$ cat config.mk
export PLATFORM = sky130hd
export DESIGN_NAME = blft_wb
export DESIGN_NICKNAME = d
export VERILOG_FILES = /design/src/rtl/blft_pkg.sv /design/src/rtl/blft_wb_fifo.sv /design/src/rtl/blft_wb.sv
export SDC_FILE = /design/constraint.sdc
export NUM_CORES = 1
export LEC_CHECK = 0
export BUFFER_PORTS_ARGS = -buffer_cell sky130_fd_sc_hd__buf_2
export CORE_AREA = 2 2 185 259
export DETAILED_ROUTE_END_ITERATION = 10
export DIE_AREA = 0 0 187 261
export PLACE_DENSITY = 0.62
export SYNTH_ARGS = -nofsm -noshare
export SYNTH_HDL_FRONTEND = slang
export SYNTH_HIERARCHICAL = 1
export SYNTH_SLANG_ARGS = --single-unit
$ cat constraint.sdc
create_clock -name clk -period 4.3 [get_ports clk]
set_input_delay 0.645 -clock clk [delete_from_list [all_inputs] [get_ports clk]]
set_output_delay 0.645 -clock clk [all_outputs]
set_load 0.02 [all_outputs]
$ cat src/rtl/blft_pkg.sv
// blft_pkg: shared constants, state encoding and border predicate for the bilateral-filter write-back stage
package blft_pkg;
  localparam int IMG_DIM = 256;
  localparam int MARGIN = 5;
  localparam int ADDR_W = 16;
  localparam int PIX_W = 8;
  typedef enum logic [1:0] {RUN, BORDER, DONE} state_e;
  function automatic logic is_border(input logic [7:0] row, input logic [7:0] col);
    return row < 8'(MARGIN) || row > 8'(IMG_DIM-1-MARGIN) || col < 8'(MARGIN) || col > 8'(IMG_DIM-1-MARGIN);
  endfunction
endpackage

$ cat src/rtl/blft_wb_fifo.sv
// blft_wb_fifo: single-clock FIFO with full/empty flags and simultaneous push/pop
module blft_wb_fifo #(
  parameter int DEPTH = 16,
  parameter int W = 24
) (
  input  logic         clk,
  input  logic         rst,
  input  logic         push_i,
  input  logic         pop_i,
  input  logic [W-1:0] din_i,
  output logic [W-1:0] dout_o,
  output logic         full_o,
  output logic         empty_o
);
  localparam int AW = $clog2(DEPTH);
  logic [W-1:0] mem_q [DEPTH];
  logic [AW:0] wr_q, rd_q;
  assign empty_o = wr_q == rd_q;
  assign full_o = (wr_q[AW] != rd_q[AW]) && (wr_q[AW-1:0] == rd_q[AW-1:0]);
  assign dout_o = mem_q[rd_q[AW-1:0]];
  always_ff @(posedge clk) begin
    if (push_i) mem_q[wr_q[AW-1:0]] <= din_i;
  end
  always_ff @(posedge clk) begin
    if (rst) begin
      wr_q <= '0;
      rd_q <= '0;
    end else begin
      if (push_i) wr_q <= wr_q + 1'b1;
      if (pop_i) rd_q <= rd_q + 1'b1;
    end
  end
endmodule

$ cat src/rtl/blft_wb.sv
// blft_wb: buffers filtered pixels, drains them to SRAM, then fills the image border and raises done.
// Optional BLFT_WB_CHECKSUM_EN adds chk_sum, a 24-bit sum of all completed write data.
module blft_wb import blft_pkg::*; #(
  parameter int FIFO_DEPTH = 16,
  parameter logic [PIX_W-1:0] BORDER_VAL = 8'd0
) (
  input  logic              clk,
  input  logic              rst,
  input  logic              in_valid,
  input  logic [ADDR_W-1:0] in_addr,
  input  logic [PIX_W-1:0]  in_data,
  input  logic              in_finish,
  input  logic              mem_ready,
  output logic              mem_wen,
  output logic [ADDR_W-1:0] mem_addr,
  output logic [PIX_W-1:0]  mem_wdata,
  output logic              overflow,
  output logic [16:0]       pix_cnt,
  output logic              done
`ifdef BLFT_WB_CHECKSUM_EN
  , output logic [23:0]     chk_sum
`endif
);
  state_e state_q, state_d;
  logic wen_q, wen_d, ovf_q, ovf_d;
  logic [ADDR_W-1:0] addr_q, addr_d;
  logic [PIX_W-1:0] wdata_q, wdata_d;
  logic [16:0] cnt_q, cnt_d;
  logic [7:0] row_q, row_d, col_q, col_d, row_nx, col_nx;
  logic push, pop, full, empty, complete, last;
  logic [ADDR_W+PIX_W-1:0] fifo_dout;
  assign complete = wen_q && mem_ready;
  assign pop = state_q == RUN && !empty && (!wen_q || mem_ready);
  assign push = state_q == RUN && in_valid && (!full || pop);
  assign last = row_q == 8'(IMG_DIM-1) && col_q == 8'(IMG_DIM-1);
  assign row_nx = col_q == 8'(IMG_DIM-1) ? row_q + 8'd1 : row_q;
  // interior rows jump straight from the left margin to the right margin
  assign col_nx = col_q == 8'(IMG_DIM-1) ? 8'd0 : is_border(row_q, col_q + 8'd1) ? col_q + 8'd1 : 8'(IMG_DIM-MARGIN);
  blft_wb_fifo #(.DEPTH(FIFO_DEPTH), .W(ADDR_W+PIX_W)) u_fifo (
    .clk(clk), .rst(rst), .push_i(push), .pop_i(pop),
    .din_i({in_addr, in_data}), .dout_o(fifo_dout), .full_o(full), .empty_o(empty)
  );
  always_comb begin
    state_d = state_q;
    wen_d = wen_q;
    addr_d = addr_q;
    wdata_d = wdata_q;
    row_d = row_q;
    col_d = col_q;
    ovf_d = ovf_q || (in_valid && !push);
    cnt_d = complete && !cnt_q[16] ? cnt_q + 17'd1 : cnt_q;
    if (state_q == RUN) begin
      wen_d = pop || (wen_q && !mem_ready);
      addr_d = pop ? fifo_dout[ADDR_W+PIX_W-1:PIX_W] : addr_q;
      wdata_d = pop ? fifo_dout[PIX_W-1:0] : wdata_q;
      if (in_finish && !in_valid && empty && !wen_q) begin
        state_d = BORDER;
        wen_d = 1'b1;
        addr_d = {row_q, col_q};
        wdata_d = BORDER_VAL;
      end
    end else if (state_q == BORDER && complete) begin
      state_d = last ? DONE : BORDER;
      wen_d = !last;
      row_d = last ? row_q : row_nx;
      col_d = last ? col_q : col_nx;
      addr_d = last ? addr_q : {row_nx, col_nx};
    end
  end
  always_ff @(posedge clk) begin
    if (rst) begin
      state_q <= RUN;
      wen_q <= 1'b0;
      addr_q <= '0;
      wdata_q <= '0;
      ovf_q <= 1'b0;
      cnt_q <= '0;
      row_q <= '0;
      col_q <= '0;
    end else begin
      state_q <= state_d;
      wen_q <= wen_d;
      addr_q <= addr_d;
      wdata_q <= wdata_d;
      ovf_q <= ovf_d;
      cnt_q <= cnt_d;
      row_q <= row_d;
      col_q <= col_d;
    end
  end
`ifdef BLFT_WB_CHECKSUM_EN
  logic [23:0] sum_q;
  always_ff @(posedge clk) begin
    if (rst) sum_q <= '0;
    else if (complete) sum_q <= sum_q + 24'(wdata_q);
  end
  assign chk_sum = sum_q;
`endif
  assign mem_wen = wen_q;
  assign mem_addr = addr_q;
  assign mem_wdata = wdata_q;
  assign overflow = ovf_q;
  assign pix_cnt = cnt_q;
  assign done = state_q == DONE;
endmodule

==> results.sh <==
export IMPL_drtAntennaViolNets=0
export IMPL_timing_hold_ws_ns=0.412
export IMPL_cts_root_buf="clkbuf_16"
export IMPL_synth_seq_cells=459
export IMPL_place_gp_congestion=0.902
export IMPL_drcViolationCount=0
export IMPL_start_util=0.394
export IMPL_pre_cts_slack_ns=0.957
export IMPL_crit_type="reg -> reg"
export IMPL_drt_wl_total_um=42100
export IMPL_finalSetupViolCount=0
export IMPL_syn_avg_cell_area_um2=16.9
export IMPL_drt_first_pass_iters=5
export IMPL_async_flop_share=0
export IMPL_die_area_um2=48800
export IMPL_vias=10000
export IMPL_crit_path_start_kind="register"
export IMPL_ctsHoldBuffers=0
export IMPL_groute_layer_met3_usage=0.0275
export IMPL_cts_sinks=459
export IMPL_fmax_mhz=295
export IMPL_rsz0062_at_grt="false"
export IMPL_yosysSeqAreaShare=0.709
export IMPL_grt_pass1_vias=10400
export IMPL_io_buffers=72
export IMPL_cts_buffers=41
export IMPL_cp_end_kind="register"
export IMPL_ys_types=64
export IMPL_area_growth_syn_to_layout_pct=13.9
export IMPL_cp_arrival_ns=3.63
export IMPL_grt_busiest_layer="met2"
export IMPL_yosys_area_top_type="edfxtp_1"
export IMPL_yosys_cell_count_top_type="edfxtp_1"
export IMPL_worst_slack_ns=0.915
export IMPL_rows=94
export IMPL_cp_max_fo=14
export IMPL_drv_slew=0
export IMPL_ys_flop_type="edfxtp_1"
export IMPL_antenna_found_initial=2
export IMPL_grt_total_usage=0.174
export IMPL_clock_skew_ns=0.0248
export IMPL_peakVddDrop_uv=256
export IMPL_htreeDepth=2
export IMPL_grt_use_met1=0.207
export IMPL_cts_tree="yes"
export IMPL_tns_ns=0
export IMPL_p_leak_nw=6.87
export IMPL_routedWlPerCell_um=23.1
export IMPL_met2_usage=0.321
export IMPL_synth_net_count=1130
export IMPL_synth_top_area_share=0.627
export IMPL_max_slew_margin=0.342
export IMPL_p_per_area_nw_per_um2=552
export IMPL_hpwl_um=26200
export IMPL_dieWidth_um=187
export IMPL_layout_min_cycle_time_ns=3.38
export IMPL_hp_class="in -> reg"
export IMPL_yosys_top_cells_count="edfxtp_1 (384), mux4_2 (96), nor2_1 (93)"
export IMPL_grt_max_degree=48
export IMPL_synthCells=1090
export IMPL_clock_latency_ns=0.56
export IMPL_clock_path_buffers=3
export IMPL_vias_per_cell=5.49
export IMPL_drt_iter0_drc=907
export IMPL_grt_overflow=0
export IMPL_synth_edff_count=384
export IMPL_cts_resized=0
export IMPL_pin_count=73
export IMPL_syn_cell_area_um2=18400
export IMPL_coreArea_um2=46700
export IMPL_fin_nets=1210
export IMPL_dieHeight_um=261
export IMPL_synth_area_leaders="edfxtp_1 (63%), mux4_2 (12%), dfxtp_1 (8.2%)"
export IMPL_post_cts_buffers=0
export IMPL_drive_gt1_frac=0.240
export IMPL_grt_pass1_wl_um=63600
export IMPL_clk_pin_slew_ns=0.07
export IMPL_hold_viol_final=0
export IMPL_crit_required_ns=4.54
export IMPL_status="completed"
export IMPL_drv_cap=0
export IMPL_ys_warn_count=6
export IMPL_tightest_slew_ns=0.987
export IMPL_timing_final_crit_share=0.787
## state kept, by name, indices dropped and copies added, names as in the netlist, named ones only
| register | count |
|---|---|
| overflow | 1 |
| col_q | 8 |
| mem_wdata | 8 |
| mem_addr | 16 |
| row_q | 8 |
| u_fifo/rd_q | 5 |
| u_fifo/wr_q | 5 |
| state_q | 2 |
| u_fifo/mem_q | 384 |
| pix_cnt | 17 |
| mem_wen | 1 |
## power by group
part           internal (mW)  switching [mW]  total (mW)
logic                   1.05            1.29        2.34
clock network           2.31            1.63        3.93
registers               5.04           0.242        5.28
## per-layer routing
| layer | vias up | wire length [um] |
|---|---|---|
| met2 | 279 | 22500 |
| met1 | 5223 | 16500 |
| met5 | - | 11 |
| met3 | 77 | 2140 |
| met4 | 2 | 1040 |
| li1 | 4457 | - |
## path summary, 6_finish.rpt
| check | to | slack, ns | cells after the start | startpoint |
|---|---|---|---|---|
| hold / removal | overflow | 0.41 | 3 | in_valid |
| setup / recovery | u_fifo/mem_q[14][5] | 0.92 | 7 | state_q[0] |
| setup reg to reg | u_fifo/mem_q[14][5] | 0.92 | 7 | state_q[0] |
| hold reg to reg | mem_addr[14] | 0.45 | 2 | mem_addr[14] |
## logic make-up after synthesis
logic type / Yosys count / synth area share
flip-flops: 459 / 0.709
AO/OA/AOI/OAI: 145 / 0.0566
buffers and inverters: 79 / 0.0206
AND/OR/NAND/NOR: 259 / 0.0689
XOR/XNOR: 36 / 0.0172
adder cells (fa/ha/maj): 11 / 0.00749
multiplexers: 101 / 0.120
## stage by stage
stage	cell area (um2)	power [mW]	util	std cells
global route	20900	12.0	0.448	1827
floorplan	18400	7.03	-	1090
finish	20900	11.6	0.448	1827
global placement	19500	7.73	0.417	1751
CTS	20900	11.7	0.448	1826
detailed placement	19500	7.75	0.417	1751
## critical path: stages (launching register included)
cell     delay, ns
dfxtp_1       0.35
or2_1         0.44
nor3_2        0.27
nor2_1        0.09
nor2b_1       0.52
and3_1        0.30
and2_1        0.68
buf_4         0.39
## cell type report
cell class                 count  area [um2]
antenna                        1        2.50
fill                        4041       25800
tap                          624         781
clock inverter                27         385
sequential                   459       13000
inverter                      11        41.3
timing repair buffer         105         621
clock buffer                  48        1080
multi-input combinational    552        4980
## cell usage in the layout (no fill, tap or decap), drive strengths merged, types with 8 or more instances in the layout
cell	synthesis	routed
clkbuf	40	48
nor2	95	95
nand4	13	13
ha	11	11
xnor2	14	14
o21ai	11	11
mux4	96	96
inv	11	12
edfxtp	384	384
and3	11	11
xor2	22	22
a22oi	55	55
dfxtp	75	75
nor3	13	13
nand3	15	15
and2	17	17
bufinv	0	8
clkinv	0	14
buf	28	105
a211oi	11	11
a21oi	32	32
nand2	62	62
(Power assumes the default switching activity.)
